**config.mk**
```make
export PLATFORM = sky130hd
export DESIGN_NAME = bcd_updown_counter_flat
export DESIGN_NICKNAME = d
export VERILOG_FILES = /design/src/rtl/bcd_updown_counter_if.sv /design/src/rtl/bcd_updown_counter.sv /design/src/flat_wrapper.sv
export SDC_FILE = /design/constraint.sdc
export NUM_CORES = 1
export LEC_CHECK = 0
export CAP_MARGIN = 5
export CORE_UTILIZATION = 52
export CTS_CLUSTER_DIAMETER = 30
export CTS_CLUSTER_SIZE = 30
export DETAILED_ROUTE_END_ITERATION = 10
export PLACE_DENSITY = 0.88
export SETUP_SLACK_MARGIN = 0.4
export SLEW_MARGIN = 40
export SYNTH_ARGS = -nofsm -noshare
export SYNTH_HDL_FRONTEND = slang
export SYNTH_SLANG_ARGS = --single-unit
export TNS_END_PERCENT = 10
```
**constraint.sdc**
```tcl
create_clock -name clk -period 3.88 [get_ports clk]
set_input_delay 0.776 -clock clk [delete_from_list [all_inputs] [get_ports clk]]
set_output_delay 0.776 -clock clk [all_outputs]
set_load 0.005 [all_outputs]
```
**src/rtl/bcd_updown_counter_if.sv**
```systemverilog
// Command/status bundle for bcd_updown_counter: the master drives commands, the counter reports count and flags.
interface bcd_updown_counter_if #(
   parameter int DIGITS = 2
);
   logic                  clear;
   logic                  load;
   logic [4*DIGITS-1:0]   load_value;
   logic                  increment;
   logic                  decrement;
   logic [3:0]            step;
   logic                  wrap;
   logic [4*DIGITS-1:0]   bcd;
   logic                  at_zero;
   logic                  at_max;
   logic                  overflow;
   logic                  underflow;

   modport master (
      output clear, load, load_value, increment, decrement, step, wrap,
      input  bcd, at_zero, at_max, overflow, underflow
   );

   modport slave (
      input  clear, load, load_value, increment, decrement, step, wrap,
      output bcd, at_zero, at_max, overflow, underflow
   );
endinterface

```
**src/rtl/bcd_updown_counter.sv**
```systemverilog
// Multi-digit BCD up/down score counter with step, load, wrap/saturate and sticky over/underflow flags.
// Define BCD_CNT_EDGE_DETECT_EN to count on rising edges of increment/decrement instead of levels.
module bcd_updown_counter #(
   parameter int DIGITS = 2
) (
   input  logic                   clk,
   input  logic                   reset,
   bcd_updown_counter_if.slave    bus_if
);
   localparam logic [4*DIGITS-1:0] MAX_V = {DIGITS{4'h9}};

   logic [4*DIGITS-1:0] bcd_q, bcd_d;
   logic                ovf_q, ovf_d;
   logic                unf_q, unf_d;
   logic                inc_evt, dec_evt;
   logic [3:0]          step_eff;
   logic [4*DIGITS-1:0] load_sat;
   logic [4*DIGITS-1:0] sum_v, dif_v;
   logic [DIGITS:0]     cy_add, br_sub;

`ifdef BCD_CNT_EDGE_DETECT_EN
   logic inc_hist_q, dec_hist_q;

   always_ff @(posedge clk or posedge reset) begin
      if (reset) begin
         inc_hist_q <= 1'b0;
         dec_hist_q <= 1'b0;
      end else begin
         inc_hist_q <= bus_if.increment;
         dec_hist_q <= bus_if.decrement;
      end
   end

   assign inc_evt = bus_if.increment & ~inc_hist_q;
   assign dec_evt = bus_if.decrement & ~dec_hist_q;
`else
   assign inc_evt = bus_if.increment;
   assign dec_evt = bus_if.decrement;
`endif

   assign step_eff  = (bus_if.step > 4'd9) ? 4'd9 : bus_if.step;
   assign cy_add[0] = 1'b0;
   assign br_sub[0] = 1'b0;

   // Step enters at digit 0; decimal carry/borrow ripples through the rest.
   for (genvar g = 0; g < DIGITS; g++) begin : g_digit
      logic [3:0] digit;
      logic [3:0] addend;
      logic [4:0] s_raw;
      logic [4:0] d_raw;
      logic [3:0] ld_digit;

      assign digit  = bcd_q[4*g +: 4];
      assign addend = (g == 0) ? step_eff : 4'd0;

      assign s_raw          = {1'b0, digit} + {1'b0, addend} + {4'd0, cy_add[g]};
      assign cy_add[g+1]    = (s_raw > 5'd9);
      assign sum_v[4*g +: 4] = cy_add[g+1] ? 4'(s_raw - 5'd10) : s_raw[3:0];

      assign d_raw          = {1'b0, digit} - {1'b0, addend} - {4'd0, br_sub[g]};
      assign br_sub[g+1]    = d_raw[4];
      assign dif_v[4*g +: 4] = br_sub[g+1] ? 4'(d_raw + 5'd10) : d_raw[3:0];

      assign ld_digit          = bus_if.load_value[4*g +: 4];
      assign load_sat[4*g +: 4] = (ld_digit > 4'd9) ? 4'd9 : ld_digit;
   end

   always_comb begin
      bcd_d = bcd_q;
      ovf_d = ovf_q;
      unf_d = unf_q;
      if (bus_if.clear) begin
         bcd_d = '0;
         ovf_d = 1'b0;
         unf_d = 1'b0;
      end else if (bus_if.load) begin
         bcd_d = load_sat;
         ovf_d = 1'b0;
         unf_d = 1'b0;
      end else if (inc_evt && !dec_evt) begin
         if (cy_add[DIGITS]) begin
            ovf_d = 1'b1;
            bcd_d = bus_if.wrap ? sum_v : MAX_V;
         end else begin
            bcd_d = sum_v;
         end
      end else if (dec_evt && !inc_evt) begin
         if (br_sub[DIGITS]) begin
            unf_d = 1'b1;
            bcd_d = bus_if.wrap ? dif_v : '0;
         end else begin
            bcd_d = dif_v;
         end
      end
   end

   always_ff @(posedge clk or posedge reset) begin
      if (reset) begin
         bcd_q <= '0;
         ovf_q <= 1'b0;
         unf_q <= 1'b0;
      end else begin
         bcd_q <= bcd_d;
         ovf_q <= ovf_d;
         unf_q <= unf_d;
      end
   end

   assign bus_if.bcd       = bcd_q;
   assign bus_if.overflow  = ovf_q;
   assign bus_if.underflow = unf_q;
   assign bus_if.at_zero   = (bcd_q == '0);
   assign bus_if.at_max    = (bcd_q == MAX_V);
endmodule

```
**src/flat_wrapper.sv**
```systemverilog
// flat-port wrapper written by rule: the top's interface ports become plain ports
module bcd_updown_counter_flat 
#(
   parameter int DIGITS = 2
)
  (clk, reset, bus_if_clear, bus_if_load, bus_if_load_value, bus_if_increment, bus_if_decrement, bus_if_step, bus_if_wrap, bus_if_bcd, bus_if_at_zero, bus_if_at_max, bus_if_overflow, bus_if_underflow);
  bcd_updown_counter_if #(.DIGITS(DIGITS)) bus_if_i ();
  input  logic clk;
  input  logic reset;
  input wire logic [$bits(bus_if_i.clear)-1:0] bus_if_clear;
  input wire logic [$bits(bus_if_i.load)-1:0] bus_if_load;
  input wire logic [$bits(bus_if_i.load_value)-1:0] bus_if_load_value;
  input wire logic [$bits(bus_if_i.increment)-1:0] bus_if_increment;
  input wire logic [$bits(bus_if_i.decrement)-1:0] bus_if_decrement;
  input wire logic [$bits(bus_if_i.step)-1:0] bus_if_step;
  input wire logic [$bits(bus_if_i.wrap)-1:0] bus_if_wrap;
  output wire logic [$bits(bus_if_i.bcd)-1:0] bus_if_bcd;
  output wire logic [$bits(bus_if_i.at_zero)-1:0] bus_if_at_zero;
  output wire logic [$bits(bus_if_i.at_max)-1:0] bus_if_at_max;
  output wire logic [$bits(bus_if_i.overflow)-1:0] bus_if_overflow;
  output wire logic [$bits(bus_if_i.underflow)-1:0] bus_if_underflow;
  assign bus_if_i.clear = bus_if_clear;
  assign bus_if_i.load = bus_if_load;
  assign bus_if_i.load_value = bus_if_load_value;
  assign bus_if_i.increment = bus_if_increment;
  assign bus_if_i.decrement = bus_if_decrement;
  assign bus_if_i.step = bus_if_step;
  assign bus_if_i.wrap = bus_if_wrap;
  assign bus_if_bcd = bus_if_i.bcd;
  assign bus_if_at_zero = bus_if_i.at_zero;
  assign bus_if_at_max = bus_if_i.at_max;
  assign bus_if_overflow = bus_if_i.overflow;
  assign bus_if_underflow = bus_if_i.underflow;
  bcd_updown_counter #(.DIGITS(DIGITS)) u_core (.clk(clk), .reset(reset), .bus_if(bus_if_i));
endmodule
```
### Yosys cells after proc, flatten, opt, wreduce, memory -nomap -nowiden

Index checks and enable logic that the tools add are counted.

* add/subtract/negate cells: 8
* eq/ne operators: 2
* reduce and logical (&&, ||, !) cells: 12
* magnitude comparators: 5
* muxes and demuxes: 24

Operator list (number)
* $mux W8: 8
* $mux W4: 7
* $gt A4 B4 Y1 const B: 3
* $reduce_bool A3 Y1: 4
* $gt A5 B4 Y1 const B: 2
* $mux W1: 9
* $add A4 B4 Y4 const B: 2
* $eq A8 B8 Y1 const B: 1
* $logic_not A8 Y1: 1
* $sub A4 B4 Y4 const B: 2
* $add A4 B1 Y5: 1
* $add A4 B4 Y5: 1
* $sub A4 B1 Y5: 1
* $sub A4 B4 Y5: 1
* $reduce_bool A4 Y1: 1
* $ne A3 B3 Y1 const B: 1
* $reduce_and A3 Y1: 1
* $logic_and A1 B1 Y1: 2
* $logic_not A1 Y1: 2
* $reduce_and A2 Y1: 1

* word-level logic and storage cells: 54
* bits in registers: 10
* input bits: 19
* output and inout port bits: 12

### Depth between registers and ports, before layout

* word-level depth: 12
* depth in mapped cells: 18
* mapped depth without buffers: 18

### Worst setup path before layout

OpenSTA, ideal clock, no wires.

* path kind: input-to-reg
* start point: input port bus_if_step[1]
* end point: register u_core.bcd_q[7] (netlist: u_core.bus_if.bcd[7])
* setup slack: -0.197 ns
* library setup time: 0.120 ns
* data required time: 3.760 ns
* stages: 16
* arrival: 3.957 ns
* buffers on the path: 0
* path through: o21ai_0 > nand2b_1 > ha_1 > fa_1 > xor2_1 > and2_1 > o21ai_1 > ha_1 > ha_1 > xnor2_1 > ha_1 > nor2b_1 > mux2_2 > a21oi_1 > o311ai_0 > a31o_1

* word-level cells in the longest chain between the ends: 12
* elaborated cells on any way between the ends: 20
* classes of those cells: 6 x add/sub; 3 x order compare; 11 x mux

RTL lines
* start, declared: RTL line flat_wrapper.sv:15 `input wire logic [$bits(bus_if_i.step)-1:0] bus_if_step;`
* $gt A4 B4 Y1: RTL line bcd_updown_counter.sv:41 `assign step_eff = (bus_if.step > 4'd9) ? 4'd9 : bus_if.step;`
* $mux W4 (*): RTL line bcd_updown_counter.sv:41
* $add A4 B4 Y5 or $sub A4 B4 Y5 (tied branches): RTL line bcd_updown_counter.sv:56, bcd_updown_counter.sv:60
* $gt A5 B4 Y1 or $sub A4 B1 Y5 (tied branches): RTL line bcd_updown_counter.sv:57, bcd_updown_counter.sv:60
* $add A4 B1 Y5 or $add A4 B4 Y4 (tied branches): RTL line bcd_updown_counter.sv:56, bcd_updown_counter.sv:62
* $sub A4 B4 Y4, or another cell as far along: RTL line bcd_updown_counter.sv:58 `assign sum_v[4*g +: 4] = cy_add[g+1] ? 4'(s_raw - 5'd10) : s_raw[3:0];`
* $mux W4 or $mux W8 (tied branches): RTL line bcd_updown_counter.sv:58, bcd_updown_counter.sv:90
* $mux W8 (on tied branches): RTL line bcd_updown_counter.sv:83, bcd_updown_counter.sv:88
* $mux W8 (on tied branches): RTL line bcd_updown_counter.sv:81, bcd_updown_counter.sv:87
* $mux W8 (*): RTL line bcd_updown_counter.sv:80 `end else if (inc_evt && !dec_evt) begin`
* $mux W8 (*): RTL line bcd_updown_counter.sv:76 `end else if (bus_if.load) begin`
* $mux W8 (*): RTL line bcd_updown_counter.sv:72 `if (bus_if.clear) begin`
* end signal, assigned: RTL line bcd_updown_counter.sv:99 `bcd_q <= '0;`
* end signal, assigned: RTL line bcd_updown_counter.sv:103 `bcd_q <= bcd_d;`
* end, declared: RTL line bcd_updown_counter.sv:12 `logic [4*DIGITS-1:0] bcd_q, bcd_d;`

Mark *: on every way between the ends. The rest lies on a longest branch, timed or not. The select of a mux whose other input is x is not followed.
A chain may end at the register's enable or synchronous reset.

### Worst setup path after layout

* start point: input port bus_if_step[3]
* end point: register u_core.bcd_q[6] (netlist: u_core.bus_if.bcd[6])

The elaborated chain is that of the path after synthesis.

==> run metrics <==
Yosys reg bits=10; Worst Tran Pin Value=approximately 0.56 ns; via count=between 1.5k and 2k; placed cells=about 290; ranking of synthesized cells by area=dfrtp_1 16%, ha_1 15%, a21oi_1 6.6%; post-synth top area cell=dfrtp_1; synth unique cells=between 40 and 50; Syn Nets=244; Root Driver=clkbuf_4; cts hold-fix bufs=0; most frequent cell after synthesis=inv_1; DR WL/cell=approximately 19 um; H-tree depth=1; clock transition at the registers of the reported paths=0.07 ns; Reg2Reg Launch Point=u_core.bus_if.bcd[1]$_DFFE_PP0P_; n_diodes=0; Final Skew=roughly 0.0064 ns; Total Routed Length=approximately 5.8 mm; top-level port count=31; PwrDens=between 300 and 400 nW/um^2; Core Footprint=2780 sq um; Finished Core Util=0.874; commonest cells in the synthesized netlist=22 x inv_1, 20 x a21oi_1, 18 x ha_1; area grow syn2layout=59.0%; Die Area=around 3200 sq um; CP startpoint=bus_if_step[3]; Final Hold Fails=0; # DRC=0; EDFF count, synth=0; share of Yosys cell area claimed by the top area cell type=0.164; f_max=around 270 MHz; Horiz. Die Dim=56.2 um; Worst slew margin=0.630; Final Cycle Share=0.967; Global Route Usage Sum=0.335; WP data required=approximately 4 ns; CTS tree=built; CP max FO=3; Min Clock Period, post-route=between 3 and 4 ns; hold slack=approximately 0.6 ns; Clock Tree Buf Depth=2; TritonRoute pass-1 iters=4; CTS Buf Count=3; number of global-route vias before repair=about 1.8k; final setup vio count=0; Initial Util=0.549; first-pass GRT wire length=8.31 mm; initial antenna violation count=0; Layout Nets=310; Main synth FF type=dfrtp_1; later-pin clock latency in the skew report=about 0.28 ns; Layout Cells excl Fill=300; Final WS setup=roughly 0.13 ns; Max Slew Vio Count=0; vias per cell=6.57; Avg Cell Area, Syn=7.45 sq um; Max rail drop VDD=about 350 uV; Static Leak=about 1.1 nW; startpoint types=input port; share of cells above drive strength 1=0.320; RSZ-0062 raised after global routing=true; pre-CTS WS=-0.656 ns; Max-Cap Viols=0; overall power=about 960 uW; maximum number of pins on one net before global-route repair=16; HPWL after DPL=~3.5 mm; Port Buffers=30; post-synthesis cell area=1530 sq um; ys async rst share=1.00; Final ANT Viol Nets=0; Die H=56.2 um; path category of the worst min-delay check=flop to flop; status=complete, no violations; CP arrival=slightly below 4 ns; Ys Warns=0; HP Start=u_core.bus_if.underflow$_DFFE_PP0P_; post-synthesis cell count=just over 200; sequential cell area fraction in the yosys report=0.164; total gr overflow=0; RePlAce Congestion=approximately 0.9; fin area=between 2000 and 2500 sq um; Setup crit end kind=flop; Placed Area=about 2100 sq um; Setup TNS=0 ns; TritonCTS Sinks=10; WS Path Type=input port to flop; row cnt=19; Starting DRT DRC Count=~180
-- critical path: stages --
cell	delay, ns
clkbuf_4	0.16
o21ai_4	0.07
nand2b_4	0.08
buf_4	0.11
ha_1	0.14
inv_1	0.07
fa_2	0.39
a21oi_4	0.20
o21ai_2	0.10
inv_2	0.08
ha_4	0.15
ha_4	0.14
nand2b_4	0.13
nand2_1	0.08
ha_1	0.29
a21oi_1	0.07
o21ai_2	0.17
o31ai_2	0.09
or4b_4	0.53
o211ai_1	0.11
-- cell type report --
class	instances	area, sq um
fillers	145	352
clock buffers	3	22.5
repair buffers	70	604
inverters	22	87.6
multi-input cells	164	1430
well taps	31	38.8
flip-flops and latches	10	250
-- cells in the final DEF (no fill, tap or decap), types with 4 or more instances in the layout --
| master | count |
|---|---|
| inv_1 | 17 |
| a21oi_1 | 18 |
| nor3_1 | 5 |
| nor2_1 | 14 |
| dfrtp_1 | 10 |
| o211ai_1 | 6 |
| nand3_1 | 7 |
| nand2b_1 | 6 |
| ha_1 | 10 |
| nor2b_1 | 5 |
| clkdlybuf4s50_1 | 26 |
| clkbuf_4 | 4 |
| and3_1 | 5 |
| o21ai_0 | 10 |
| nand3b_1 | 4 |
| buf_4 | 39 |
| nand2_1 | 6 |
| ha_4 | 8 |
| inv_2 | 4 |
-- timing repair --
action                     4_1_cts  5_1_grt
setup buffers                    4        5
pin swaps                        9        9
gates resized for setup         41       17
setup endpoints to repair       10        9
-- registers in the layout (all words and copies together), names as in the netlist --
register	flops
u_core.bus_if.bcd	8
u_core.bus_if.overflow	1
u_core.bus_if.underflow	1
-- cell families after synthesis --
kind of cell,synth area share
adders and majority gates,0.174
buffers and inverters,0.0827
xor gates and xnor gates,0.0377
muxes,0.00737
AOI/OAI and AO/OA,0.277
and+or+nand+nor,0.258
DFF,0.164
-- power by group --
| part | internal, mW | switching [mW] |
|---|---|---|
| Clock | 0.0361 | 0.0416 |
| Sequential | 0.116 | 0.0379 |
| Combinational | 0.380 | 0.347 |
-- path summary, 6_finish.rpt --
path | to | slack [ns] | cells after the start
worst min register to register | u_core.bus_if.underflow$_DFFE_PP0P_ | 0.61 | 2
worst max register to register | u_core.bus_if.bcd[6]$_DFFE_PP0P_ | 0.42 | 14
worst max-delay path | u_core.bus_if.bcd[6]$_DFFE_PP0P_ | 0.13 | 20
max in group asynchronous | u_core.bus_if.bcd[4]$_DFFE_PP0P_ | 2.78 | 2
worst min-delay path | u_core.bus_if.underflow$_DFFE_PP0P_ | 0.61 | 2
min in group asynchronous | u_core.bus_if.bcd[0]$_DFFE_PP0P_ | 0.80 | 2
-- metal layers --
metal,global-route usage,wire length [um]
met4,0.153,283
met3,0.0465,491
met1,0.413,2200
met2,0.575,2780
met5,0,0
No activity file was read; power rests on OpenSTA's default activity.
